### src/rtl/nor_chain_stimulus_gen_pkg.sv
// Shared types and LFSR constants for the NOR-chain stimulus generator.
// The LFSR step helper is used only when NOR_STIM_LFSR_EN is defined.
package nor_stim_pkg;

    typedef enum logic [1:0] {
        IDLE = 2'd0,
        LOW  = 2'd1,
        HIGH = 2'd2,
        DONE = 2'd3
    } stim_state_t;

    localparam int              LFSR_W            = 16;
    localparam logic [LFSR_W-1:0] LFSR_TAPS         = 16'hB400;
    localparam logic [LFSR_W-1:0] LFSR_DEFAULT_SEED = 16'hACE1;

    // Galois, right shift: feedback taps applied when the bit shifted out is 1.
    function automatic logic [LFSR_W-1:0] lfsr_step(input logic [LFSR_W-1:0] s);
        lfsr_step = (s >> 1) ^ (s[0] ? LFSR_TAPS : '0);
    endfunction

endpackage

### src/rtl/nor_stim_lfsr.sv
// 16-bit Galois LFSR for randomised segment lengths.
// load seeds it and steps once in the same edge, so the first length is already a fresh value.
module nor_stim_lfsr
    import nor_stim_pkg::*;
(
    input  logic              clk,
    input  logic              rst_n,
    input  logic              load,
    input  logic              advance,
    input  logic [LFSR_W-1:0] seed,
    output logic [LFSR_W-1:0] state,
    output logic [LFSR_W-1:0] state_nxt
);

    logic [LFSR_W-1:0] seed_eff;

    // An all-zero seed would lock the register, so substitute the default.
    assign seed_eff  = (seed == '0) ? LFSR_DEFAULT_SEED : seed;
    assign state_nxt = lfsr_step(load ? seed_eff : state);

    always_ff @(posedge clk or negedge rst_n) begin
        if (!rst_n) begin
            state <= LFSR_DEFAULT_SEED;
        end else if (load || advance) begin
            state <= state_nxt;
        end
    end

endmodule

### src/rtl/nor_chain_stimulus_gen.sv
// Pulse-train generator driving the shared myin input of the NOR fanout netlists.
// Define NOR_STIM_LFSR_EN to build in LFSR-randomised segment lengths (cfg_random/cfg_seed).
module nor_chain_stimulus_gen
    import nor_stim_pkg::*;
#(
    parameter int CNT_W = 8,
    parameter int NUM_W = 16
) (
    input  logic             clk,
    input  logic             rst_n,
    input  logic             start,
    input  logic [CNT_W-1:0] cfg_low_len,
    input  logic [CNT_W-1:0] cfg_high_len,
    input  logic [NUM_W-1:0] cfg_num,
    input  logic             cfg_random,
    input  logic [15:0]      cfg_seed,
    output logic             stim_out,
    output logic             busy,
    output logic             done,
    output logic [NUM_W-1:0] pulse_cnt
);

    stim_state_t      state;
    logic [CNT_W-1:0] seg_cnt;
    logic [CNT_W-1:0] low_len_q;
    logic [CNT_W-1:0] high_len_q;
    logic [NUM_W-1:0] num_q;
    logic [NUM_W-1:0] pulse_inc;
    logic             seg_last;
    logic             run_last;
    logic [CNT_W-1:0] start_low_len;
    logic [CNT_W-1:0] next_low_len;
    logic [CNT_W-1:0] next_high_len;

    // Down-counter preload: a length of 0 behaves as 1 cycle.
    function automatic logic [CNT_W-1:0] seg_load(input logic [CNT_W-1:0] len);
        seg_load = (len == '0) ? '0 : len - CNT_W'(1);
    endfunction

    assign seg_last  = (seg_cnt == '0);
    assign pulse_inc = pulse_cnt + NUM_W'(1);
    assign run_last  = (pulse_inc == num_q);

`ifdef NOR_STIM_LFSR_EN
    logic              random_q;
    logic              lfsr_load;
    logic              lfsr_adv;
    logic [LFSR_W-1:0] lfsr_nxt;
    logic [LFSR_W-1:0] lfsr_state_unused;

    assign lfsr_load = (state == IDLE) && start;
    assign lfsr_adv  = random_q && seg_last &&
                       ((state == LOW) || ((state == HIGH) && !run_last));

    nor_stim_lfsr u_lfsr (
        .clk       (clk),
        .rst_n     (rst_n),
        .load      (lfsr_load),
        .advance   (lfsr_adv),
        .seed      (cfg_seed),
        .state     (lfsr_state_unused),
        .state_nxt (lfsr_nxt)
    );

    always_ff @(posedge clk or negedge rst_n) begin
        if (!rst_n) begin
            random_q <= 1'b0;
        end else if ((state == IDLE) && start) begin
            random_q <= cfg_random;
        end
    end

    assign start_low_len = cfg_random ? lfsr_nxt[CNT_W-1:0] : cfg_low_len;
    assign next_low_len  = random_q   ? lfsr_nxt[CNT_W-1:0] : low_len_q;
    assign next_high_len = random_q   ? lfsr_nxt[CNT_W-1:0] : high_len_q;
`else
    logic unused_cfg;
    assign unused_cfg    = ^{cfg_random, cfg_seed};
    assign start_low_len = cfg_low_len;
    assign next_low_len  = low_len_q;
    assign next_high_len = high_len_q;
`endif

    always_ff @(posedge clk or negedge rst_n) begin
        if (!rst_n) begin
            state      <= IDLE;
            seg_cnt    <= '0;
            low_len_q  <= '0;
            high_len_q <= '0;
            num_q      <= '0;
            pulse_cnt  <= '0;
            stim_out   <= 1'b0;
            busy       <= 1'b0;
            done       <= 1'b0;
        end else begin
            done <= 1'b0;
            case (state)
                IDLE: begin
                    if (start) begin
                        low_len_q  <= cfg_low_len;
                        high_len_q <= cfg_high_len;
                        num_q      <= cfg_num;
                        pulse_cnt  <= '0;
                        if (cfg_num == '0) begin
                            state <= DONE;
                            done  <= 1'b1;
                        end else begin
                            state   <= LOW;
                            busy    <= 1'b1;
                            seg_cnt <= seg_load(start_low_len);
                        end
                    end
                end
                LOW: begin
                    if (seg_last) begin
                        state    <= HIGH;
                        stim_out <= 1'b1;
                        seg_cnt  <= seg_load(next_high_len);
                    end else begin
                        seg_cnt <= seg_cnt - CNT_W'(1);
                    end
                end
                HIGH: begin
                    if (seg_last) begin
                        pulse_cnt <= pulse_inc;
                        stim_out  <= 1'b0;
                        if (run_last) begin
                            state <= DONE;
                            busy  <= 1'b0;
                            done  <= 1'b1;
                        end else begin
                            state   <= LOW;
                            seg_cnt <= seg_load(next_low_len);
                        end
                    end else begin
                        seg_cnt <= seg_cnt - CNT_W'(1);
                    end
                end
                DONE: begin
                    state <= IDLE;
                end
                default: begin
                    state <= IDLE;
                end
            endcase
        end
    end

endmodule

### config.mk
export PLATFORM = sky130hd
export DESIGN_NAME = nor_chain_stimulus_gen
export DESIGN_NICKNAME = d
export VERILOG_FILES = /design/src/rtl/nor_chain_stimulus_gen_pkg.sv /design/src/rtl/nor_stim_lfsr.sv /design/src/rtl/nor_chain_stimulus_gen.sv
export SDC_FILE = /design/constraint.sdc
export NUM_CORES = 1
export LEC_CHECK = 0
export BUFFER_PORTS_ARGS = -buffer_cell sky130_fd_sc_hd__buf_2
export CAP_MARGIN = 10
export CORE_MARGIN = 5
export CORE_UTILIZATION = 30
export DETAILED_ROUTE_END_ITERATION = 10
export MAX_ROUTING_LAYER = met4
export SLEW_MARGIN = 20
export SYNTH_ARGS = -nofsm -noshare
export SYNTH_HDL_FRONTEND = slang
export SYNTH_SLANG_ARGS = --single-unit
### constraint.sdc
create_clock -name clk -period 3.5 [get_ports clk]
set_input_delay 0.35 -clock clk [delete_from_list [all_inputs] [get_ports clk]]
set_output_delay 0.35 -clock clk [all_outputs]
set_load 0.005 [all_outputs]
==> results.cfg, run 1 <==
[die]
dieHeight_um = 124.8
start_util_pct = 30.23
dieWidth_um = 124.8
row_count = 42
io_pins = 71

[outcome]
haltStage = detailed routing (5_2_route)
error = [ERROR DRT-0255] Maze Route cannot find path of net clk in worker of routeBox ( 96600 0 ) ( 124820 48300 ).
status = stopped before the end

[logic_synthesis]
synthCells = 417
yosysWarnings = 0
synth_most_common_cell = dfrtp_1
yosys.area.top_type = dfrtp_1
synth_nets = 479
synth.avg_cell_area_um2 = 9.485
synth_edf_count = 0
synth_seq_area_share_pct = 38.60
yosys.area.top_type_share_pct = 38.60
synth.area.top_cells = dfrtp_1 (39%), mux2_2 (9.1%), xnor2_1 (5.8%)
synthArstFlopShare_pct = 100.0
synth_common_cells = dfrtp_1 (61), o21ai_0 (35), mux2_2 (32), nor2_1 (31), nand2_1 (29)
synth.distinct_cells = 62
ys_seq_elements = 61
synth_area_mm2 = 0.003955
ys.flop_type = dfrtp_1

[grt]
grt_pass1_vias = 3354
track_usage_pct = 13.66
grt_pass1_wl_um = 17080
overflow = 0
antenna_found_initial = 0
grt_max_degree = 47

[place]
portBuffers = 53
dp_hpwl_um = 7562
place_congestion = 0.9275
placed_cells = 634
post-place-ws_ps = 554.3

[cts]
cts_hold_buf = 0
clock-sinks = 61
postCtsSetupRepairBufs = 0
htreeDepth = 3
root_buffer = clkbuf_16
cts-buffers-inserted = 9
clock_tree.buffer_depth = 2
cts_resized = 0
==> per-layer routing <==
| metal | GRT usage, % |
|---|---|
| met5 | - |
| met4 | 3.635 |
| met3 | 3.902 |
| met2 | 21.53 |
| met1 | 17.31 |
==> kinds of logic after synthesis <==
| group | synth area share (%) |
|---|---|
| buffers and inverters | 3.638 |
| DFF | 38.60 |
| muxes | 12.27 |
| xor gates and xnor gates | 7.529 |
| and+or+nand+nor | 18.98 |
| adders and majority gates | 3.164 |
| AOI/OAI and AO/OA | 15.82 |
==> metrics by stage <==
| step | cell area, um^2 | utilization, % | hold slack [ps] |
|---|---|---|---|
| floorplan | 3955 | - | 54.41 |
| global placement | 4409 | 33.70 | 512.6 |
| detailed placement | 4409 | 33.70 | 518.7 |
| CTS | 4669 | 35.69 | 239.1 |
| global route | 4672 | 35.70 | 91.60 |
==> inputs of run 2 (changes only) <==
--- a/config.mk
+++ b/config.mk
@@ -8,9 +8,9 @@
 export BUFFER_PORTS_ARGS = -buffer_cell sky130_fd_sc_hd__buf_2
 export CAP_MARGIN = 10
 export CORE_MARGIN = 5
-export CORE_UTILIZATION = 30
+export CORE_UTILIZATION = 20
 export DETAILED_ROUTE_END_ITERATION = 10
-export MAX_ROUTING_LAYER = met4
+export PLACE_DENSITY_LB_ADDON = 0.15
 export SLEW_MARGIN = 20
 export SYNTH_ARGS = -nofsm -noshare
 export SYNTH_HDL_FRONTEND = slang
==> run 2 against run 1 <==
Compared with the run above:
- the run now ends clean
- synthesized cell count is the same
- global-route usage down 3.0 points
- area after synthesis unchanged
==> results.cfg, run 2 <==
[sta]
hold_viol = 0
fmaxAchievable_ghz = 0.3379
rsz0062_at_grt = no
slew_viol_final = 0
maxSlewHeadroom_pct = 45.09
finalCriticalPeriod_ps = 2960
fin_worst_skew_ps = 11.24
fin_crit_sh_pct = 84.57
tns_ps = 0
worst_pin_slew_ps = 823.7
setup-violations-final = 0

[logic_synthesis]
synth_common_cells = dfrtp_1 (61), o21ai_0 (35), mux2_2 (32), nor2_1 (31), nand2_1 (29)
synth_seq_area_share_pct = 38.60
yosys.area.top_type = dfrtp_1
synth.distinct_cells = 62
synthCells = 417
synth.avg_cell_area_um2 = 9.485
synth_nets = 479
synth.area.top_cells = dfrtp_1 (39%), mux2_2 (9.1%), xnor2_1 (5.8%)
synth_most_common_cell = dfrtp_1
ys.flop_type = dfrtp_1
synth_edf_count = 0
ys_seq_elements = 61
synthArstFlopShare_pct = 100.0
yosys.area.top_type_share_pct = 38.60
yosysWarnings = 0
synth_area_mm2 = 0.003955

[critical_path]
path_cells = ha_1 > nand2_1 > nor2_1 > mux2i_1 > or3_2 > nand4_4 > o41a_1 > mux2_4
critPathSlowestCell = o41a_1
path_max_fanout = 7
worst-endpoint-required_ps = 3720
cp-start-kind = register
cp-end-kind = register
cp_num_buf_inv = 0
worstPathArrival_ps = 3180
slowest_delay_ps = 500
crit_family = simple AND/OR/NAND/NOR gates
crit_type = reg2reg

[detailed_routing]
ant_nets = 0
wirelength_um = 11390
first_pass_iters = 4
drc = 0
vias = 3360
first_iter_violations = 186
wl_per_cell_um = 15.41
viasPerCell = 4.547

[cts]
htreeDepth = 3
clock_tree.buffer_depth = 2
clk_pin_slew_worst_paths_ps = 60
clock_latency_ps = 340
cts_hold_buf = 0
clock-sinks = 61
cts_resized = 0
cts_tree = done
cts-buffers-inserted = 9
root_buffer = clkbuf_16
postCtsSetupRepairBufs = 0

[power_and_ir_drop]
powerDensity_mw_per_mm2 = 799.5
p_leak_nw = 1.969
total_power_mw = 3.831
ir_worst_vdd_mv = 0.2845

[cells_and_area]
diodes = 0
syn_to_final_growth_pct = 21.16
nNetsFinal = 531
nFillCells = 2128
mostFrequentLayoutCells = dfrtp_1 (61), buf_2 (53), o21ai_0 (35)
final_common_cell = dfrtp_1
reg.largest.list = num_q x16, pulse_cnt x16
drive_gt1_share_pct = 26.16

[grt]
busiest_layer = met2
grt_use_met3_pct = 3.552
grt_use_met1_pct = 13.80
grt_max_degree = 62
track_usage_pct = 10.66
grt_pass1_vias = 3353
met2_usage_pct = 17.09
antenna_found_initial = 0
grt_pass1_wl_um = 18750
overflow = 0

[die]
io_pins = 71
die_area_mm2 = 0.02269
dieHeight_um = 150.6
row_count = 51
dieWidth_um = 150.6
coreArea_mm2 = 0.01946
start_util_pct = 20.32

[worst_hold_path]
hp-class = in2async

[job]
cap_violations = 0

[outcome]
status = complete, no violations

[place]
dp_hpwl_um = 8526
place_congestion = 0.7765
portBuffers = 53
==> run 2: per-stage QoR <==
| stage | utilization, % | setup WS [ps] | cell area, um^2 | hold slack, ps | std cells |
|---|---|---|---|---|---|
| finish | 24.62 | 540.1 | 4792 | 194.6 | 739 |
| global route | 24.62 | 304.0 | 4792 | 234.5 | 739 |
| CTS | 24.62 | 509.7 | 4792 | 230.9 | 739 |
| detailed placement | 23.23 | 549.4 | 4521 | 517.8 | 723 |
| global placement | 23.23 | 547.3 | 4521 | 512.4 | 723 |
| floorplan | - | 980.3 | 3955 | 54.41 | 417 |
==> run 2: logic make-up (layout without fill, tap and decap cells) <==
group,after synthesis,count (layout),share of synthesized area [%]
buf+inv,34,91,3.638
mux,42,42,12.27
simple gates,137,137,18.98
flops,61,61,38.60
fa+ha+maj,10,10,3.164
xor+xnor,34,34,7.529
compound gates,99,99,15.82
==> run 2: final timing paths <==
check	startpoint	end	slack, ps	cells after the start
setup / recovery	pulse_cnt[0]$_DFFE_PN0P_	seg_cnt[4]$_DFFE_PN0P_	540	8
hold / removal	rst_n	pulse_cnt[10]$_DFFE_PN0P_	190	2
setup reg to reg	pulse_cnt[0]$_DFFE_PN0P_	seg_cnt[4]$_DFFE_PN0P_	540	8
hold reg to reg	pulse_cnt[15]$_DFFE_PN0P_	pulse_cnt[15]$_DFFE_PN0P_	520	1
max in group asynchronous	rst_n	low_len_q[2]$_DFFE_PN0P_	2750	2
min in group clk	cfg_high_len[0]	high_len_q[0]$_DFFE_PN0P_	250	2
==> run 2: metal layers <==
| layer | part of all wire (%) | vias up |
|---|---|---|
| met1 | 47 | 1621 |
| met5 | 0 | - |
| met4 | 1.0 | 0 |
| met2 | 47 | 84 |
| met3 | 5.3 | 10 |
| li1 | - | 1645 |
==> run 2: power breakdown <==
part	total (mW)	switching, mW	internal, mW
clock network	0.815	0.317	0.498
logic	1.76	0.924	0.841
registers	1.25	0.282	0.969
==> run 2: area by class of cell <==
| class | count | area [um^2] | area share (%) |
|---|---|---|---|
| clock inverters | 3 | 21.27 | 0.4439 |
| flip-flops and latches | 61 | 1526 | 31.85 |
| inverters | 14 | 52.55 | 1.097 |
| repair buffers | 61 | 325.3 | 6.789 |
| well taps | 265 | 331.6 | 6.919 |
| clock buffers | 13 | 250.2 | 5.222 |
| multi-input cells | 322 | 2285 | 47.68 |
(Power assumes the default switching activity.)
